**config.mk**
```make
export PLATFORM = sky130hd
export DESIGN_NAME = kid_anim_seq
export DESIGN_NICKNAME = d
export VERILOG_FILES = /design/src/rtl/kid_pkg.sv /design/src/rtl/kid_anim_seq_anim_div.sv /design/src/rtl/kid_anim_seq.sv
export SDC_FILE = /design/constraint.sdc
export NUM_CORES = 1
export LEC_CHECK = 0
export CAP_MARGIN = 10
export CELL_PAD_IN_SITES_DETAIL_PLACEMENT = 0
export CELL_PAD_IN_SITES_GLOBAL_PLACEMENT = 1
export CORE_ASPECT_RATIO = 1.4
export CORE_MARGIN = 10
export CORE_UTILIZATION = 50
export DETAILED_ROUTE_END_ITERATION = 8
export DONT_BUFFER_PORTS = 1
export PLACE_DENSITY = 0.83
export SETUP_SLACK_MARGIN = 0.02
export SYNTH_ARGS = -nofsm -noshare
export SYNTH_HDL_FRONTEND = slang
export SYNTH_SLANG_ARGS = --single-unit
```
**constraint.sdc**
```tcl
create_clock -name clk -period 4.4 [get_ports clk]
set_clock_uncertainty 0.1 [all_clocks]
set_input_delay 0.88 -clock clk [delete_from_list [all_inputs] [get_ports clk]]
set_output_delay 0.88 -clock clk [all_outputs]
set_load 0.01 [all_outputs]
```
**src/rtl/kid_pkg.sv**
```systemverilog
// Shared kid sprite definitions: action codes, sprite geometry, divider defaults and the
// frame-offset helper used by the animation sequencer and the pixel datapath.
package kid_pkg;

  localparam logic [1:0] ACT_IDLE = 2'b00;
  localparam logic [1:0] ACT_RUN  = 2'b01;
  localparam logic [1:0] ACT_JUMP = 2'b10;
  localparam logic [1:0] ACT_FALL = 2'b11;

  localparam int KID_W      = 31;
  localparam int KID_H      = 23;
  localparam int FRAME_SIZE = KID_W * KID_H;
  localparam int NUM_FRAMES = 4;

  localparam int IDLE_DIV_DEF = 8;
  localparam int RUN_DIV_DEF  = 4;
  localparam int JUMP_DIV_DEF = 6;
  localparam int FALL_DIV_DEF = 6;

  localparam int BLINK_TICKS = 64;
  localparam int BLINK_W     = $clog2(BLINK_TICKS + 1);

  localparam int DIV_W  = 8;
  localparam int BASE_W = 12;

  typedef enum logic [1:0] {
    ST_IDLE = ACT_IDLE,
    ST_RUN  = ACT_RUN,
    ST_JUMP = ACT_JUMP,
    ST_FALL = ACT_FALL
  } anim_state_t;

  // Offsets are folded to constants so no multiplier sits on the frame index path.
  function automatic logic [BASE_W-1:0] frame_offset(input logic [1:0] idx);
    logic [BASE_W-1:0] off;
    off = '0;
    case (idx)
      2'd0:    off = '0;
      2'd1:    off = BASE_W'(FRAME_SIZE);
      2'd2:    off = BASE_W'(2 * FRAME_SIZE);
      2'd3:    off = BASE_W'(3 * FRAME_SIZE);
      default: off = '0;
    endcase
    return off;
  endfunction

endpackage

```
**src/rtl/kid_anim_seq_anim_div.sv**
```systemverilog
// anim_div: modulo-N tick divider with synchronous clear, count enable and a terminal flag
// that is high while the count sits at modulus-1.
module anim_div
  import kid_pkg::*;
#(
  parameter int W = DIV_W
) (
  input  logic         clk,
  input  logic         rst_n,
  input  logic         clr,
  input  logic         en,
  input  logic [W-1:0] modulus,
  output logic         tc
);

  logic [W-1:0] cnt;

  // Terminal flag is ungated so the parent can combine it with its own enable without a loop.
  assign tc = (cnt == (modulus - W'(1)));

  always_ff @(posedge clk or negedge rst_n) begin
    if (!rst_n) begin
      cnt <= '0;
    end else if (clr) begin
      cnt <= '0;
    end else if (en) begin
      cnt <= tc ? '0 : cnt + W'(1);
    end
  end

endmodule

```
**src/rtl/kid_anim_seq.sv**
```systemverilog
// kid_anim_seq: per-frame action/direction latch and 4-frame sprite-sheet sequencer.
// Optional respawn blink enabled by defining SPAWN_BLINK_EN.
module kid_anim_seq
  import kid_pkg::*;
#(
  parameter int IDLE_DIV = IDLE_DIV_DEF,
  parameter int RUN_DIV  = RUN_DIV_DEF,
  parameter int JUMP_DIV = JUMP_DIV_DEF,
  parameter int FALL_DIV = FALL_DIV_DEF
) (
  input  logic              clk,
  input  logic              rst_n,
  input  logic              tick,
  input  logic [1:0]        action,
  input  logic              dir,
  input  logic              respawn,
  output logic [1:0]        action_q,
  output logic              dir_q,
  output logic [1:0]        frame_idx,
  output logic [BASE_W-1:0] frame_base,
  output logic              frame_strobe,
  output logic              visible
);

  anim_state_t      state_q, state_d;
  logic             dir_d;
  logic [1:0]       frame_d;
  logic             strobe_d;
  logic             div_clr, div_en, div_tc;
  logic [DIV_W-1:0] div_mod;

  assign action_q = state_q;

  always_comb begin
    div_mod = DIV_W'(IDLE_DIV);
    unique case (state_q)
      ST_IDLE: div_mod = DIV_W'(IDLE_DIV);
      ST_RUN:  div_mod = DIV_W'(RUN_DIV);
      ST_JUMP: div_mod = DIV_W'(JUMP_DIV);
      ST_FALL: div_mod = DIV_W'(FALL_DIV);
    endcase
  end

  anim_div #(.W(DIV_W)) u_div (
    .clk     (clk),
    .rst_n   (rst_n),
    .clr     (div_clr),
    .en      (div_en),
    .modulus (div_mod),
    .tc      (div_tc)
  );

  // Respawn overrides the tick except for the direction latch.
  always_comb begin
    state_d  = state_q;
    dir_d    = dir_q;
    frame_d  = frame_idx;
    div_clr  = 1'b0;
    div_en   = 1'b0;
    strobe_d = 1'b0;
    if (respawn) begin
      state_d  = ST_IDLE;
      frame_d  = '0;
      div_clr  = 1'b1;
      strobe_d = 1'b1;
      if (tick) begin
        dir_d = dir;
      end
    end else if (tick) begin
      dir_d = dir;
      if (action != state_q) begin
        state_d = anim_state_t'(action);
        frame_d = '0;
        div_clr = 1'b1;
      end else begin
        div_en = 1'b1;
        if (div_tc) begin
          frame_d = frame_idx + 2'd1;
        end
      end
      strobe_d = (state_d != state_q) || (dir_d != dir_q) || (frame_d != frame_idx);
    end
  end

  always_ff @(posedge clk or negedge rst_n) begin
    if (!rst_n) begin
      state_q      <= ST_IDLE;
      dir_q        <= 1'b1;
      frame_idx    <= '0;
      frame_base   <= '0;
      frame_strobe <= 1'b0;
    end else begin
      state_q      <= state_d;
      dir_q        <= dir_d;
      frame_idx    <= frame_d;
      frame_base   <= frame_offset(frame_d);
      frame_strobe <= strobe_d;
    end
  end

`ifdef SPAWN_BLINK_EN
  logic [BLINK_W-1:0] blink_cnt;

  // Bit 2 of the countdown gives a 4-tick on/off flash until the counter drains.
  always_ff @(posedge clk or negedge rst_n) begin
    if (!rst_n) begin
      blink_cnt <= '0;
    end else if (respawn) begin
      blink_cnt <= BLINK_W'(BLINK_TICKS);
    end else if (tick && (blink_cnt != '0)) begin
      blink_cnt <= blink_cnt - BLINK_W'(1);
    end
  end

  assign visible = (blink_cnt == '0) | ~blink_cnt[2];
`else
  assign visible = 1'b1;
`endif

endmodule
```
==> flow_summary.json <==
{
  "status": "finished clean",
  "ios": 26,
  "finalNonFillerCells": 119,
  "placement.io_buffers": 0,
  "rsz0062_at_grt": "no",
  "clk_pin_slew_ns": 0.11,
  "cts_resized": 0,
  "synth_warnings": 0,
  "syn_area_sq_um": 1100,
  "antenna_found_initial": 0,
  "drtPass1Iterations": 4,
  "dp_hpwl_microns": 1550,
  "crit_chain": "nor4_4 > nand3b_4 > nor3b_4 > mux2_4 > ha_1 > nor2_1 > nor2_1",
  "htreeDepth": 1,
  "path_class": "flop to flop",
  "synth_edf_count": 0,
  "yosysSeqAreaShare_pct": 43.4,
  "antenna_left": 0,
  "ys_seq_elements": 19,
  "p_per_area_nw_per_um2": 270,
  "fin_nets": 110,
  "dpl.cell_count": 115,
  "overflow": 0,
  "drc": 0,
  "max-vdd-ir-drop_mv": 0.186,
  "use_met1_pct": 10.2,
  "cts_setup_buffers": 0,
  "vias": 666,
  "ys_types": 33,
  "critPathMostFrequentCell": "nor2_1",
  "max_stage_delay_ns": 0.48,
  "end_kind": "flop",
  "cap_viol_max_count": 0,
  "busiest_layer": "met2",
  "cts_tree": "yes",
  "regToRegSetupSlack_ns": 2.28,
  "die_area_sq_um": 4490,
  "design.core.area_sq_um": 2130,
  "hold_viol_final": 0,
  "whs_ns": 0.150,
  "first_global_vias": 712,
  "clockBufferDepth": 2,
  "period_minus_slack_ns": 2.12,
  "routed_wl_microns": 1950,
  "finalSetupViolCount": 0,
  "slowest_stage": "dfrtp_1",
  "grt_pass1_wl_microns": 3270,
  "cts.sinks": 19,
  "met2_usage_pct": 17.0,
  "syn_inst": 102,
  "grt_util_met3_pct": 2.50,
  "fillCellCount": 199,
  "routedWlPerCell_microns": 16.4,
  "power.leakage_uw": 0.000505,
  "cp.required_ns": 4.51,
  "drive_above_1_share_pct": 17.5,
  "syn2layout_area_growth_pct": -0.912,
  "synth.avg_cell_area_sq_um": 10.8,
  "r2r-start": "u_div.cnt[4]",
  "die_h_microns": 75.4,
  "postCtsHoldBufs": 0,
  "max_clock_freq_mhz": 472,
  "final.period_utilization_pct": 48.1,
  "crit_fanout": 6,
  "start_util_pct": 51.6,
  "reg2reg_depth": 7,
  "startpoint_type": "flop",
  "arrival_ns": 2.23,
  "finalSetupTns_ns": 0,
  "final_max_slew_viol_count": 0,
  "track_usage_pct": 9.60,
  "hold_class": "input port to async pin",
  "fp.dieW_microns": 59.6,
  "drtIter0Drc": 20,
  "grt_max_degree": 20,
  "clk_latency_ns": 0.31,
  "numCtsBuffers": 3,
  "async_flop_share_pct": 100,
  "cts_root_buf": "clkbuf_4",
  "diodes": 0,
  "rows": 20,
  "vias_per_cell": 5.60,
  "worstReg2RegEnd": "frame_base[4]",
  "synth_flop_cell": "dfrtp_1",
  "gp_congestion": 0.765
}
## power by group
part	internal, uW	switching (uW)
Combinational	8.56	11.3
Sequential	179	5.52
Clock	34.0	55.6
Total	221	72.4
## per-layer routing
metal,up-vias,routed length (microns)
met1,316,760
li1,328,-
met3,4,141
met4,0,34
met2,18,1010
met5,-,0
## stage by stage
stage                     worst slack [ns]  total power [uW]  cell area (sq um)  utilization [%]
after global routing                  2.09               308               1090             51.1
after detailed placement              2.04               208               1060             49.8
after floorplan                       2.16               208               1100                -
after CTS                             2.27               295               1090             51.1
final                                 2.28               294               1090             51.1
after global placement                2.08               207               1060             49.8
## worst max-delay path, delay by kind of cell (launching register included)
| family | cells | cell delay [ns] |
|---|---|---|
| DFF | 1 | 0.48 |
| and+or+nand+nor | 5 | 0.89 |
| adders and majority gates | 1 | 0.21 |
| muxes | 1 | 0.34 |
## synthesized netlist by cell type, drive strengths merged, types with 2 or more instances
master  number  area (sq um)
inv          3          11.3
o211ai       2          15.0
o21ai        5          25.0
mux2i        4          40.0
buf          9          65.1
and3         3          20.0
dfrtp       18           450
or2          2          12.5
nor3         5          36.3
nor2         6          22.5
nor3b        2          26.3
conb         2          7.51
ha           5          62.6
nand2        9          33.8
a21oi        5          25.0
xnor2        3          26.3
xor2         6          52.6
mux2         3          41.3
## layout by cell type (no fill, tap or decap), types with 2 or more instances in the layout
cell,count
dfrtp_1,18
o211ai_1,2
xnor2_1,3
mux2i_1,4
clkbuf_4,3
nor2_1,6
or2_2,2
mux2_4,2
conb_1,3
inv_1,3
nor3_1,4
o21ai_0,5
and3_1,2
nand2_1,9
a21oi_1,5
xor2_1,6
ha_1,5
## final cells by class
cell class	instances	area [sq um]	share of cell area [%]
multi-input combinational	71	544	50.1
inverter	3	11.3	1.04
clock inverter	1	5.00	0.460
tap	22	27.5	2.53
sequential	19	477	43.8
clock buffer	3	22.5	2.07
## worst max path at each step
stage	startpoint	end	slack (ns)	cells after the start
final	u_div.cnt[4]	frame_base[4]	2.28	7
after global routing	u_div.cnt[4]	frame_base[4]	2.09	7
after CTS	u_div.cnt[4]	frame_base[4]	2.27	7
after detailed placement	action[1]	frame_base[4]	2.04	7
after global placement	action[1]	frame_base[4]	2.08	7
after floorplan	action[1]	frame_base[4]	2.16	7
## cells by family after synthesis
logic type	Yosys count	synth area share, %
DFF	19	43.4
buffers and inverters	13	7.30
xor gates and xnor gates	9	7.18
other	2	0.684
adders and majority gates	5	5.70
muxes	7	7.41
and+or+nand+nor	32	19.7
AOI/OAI and AO/OA	15	8.55
## sequential cells by signal, indices dropped and copies added (netlist names)
signal        cells
action_q          2
dir_q             1
frame_base        5
frame_idx         2
frame_strobe      1
u_div.cnt         8
Note: power is estimated with default switching activity, not from simulation.
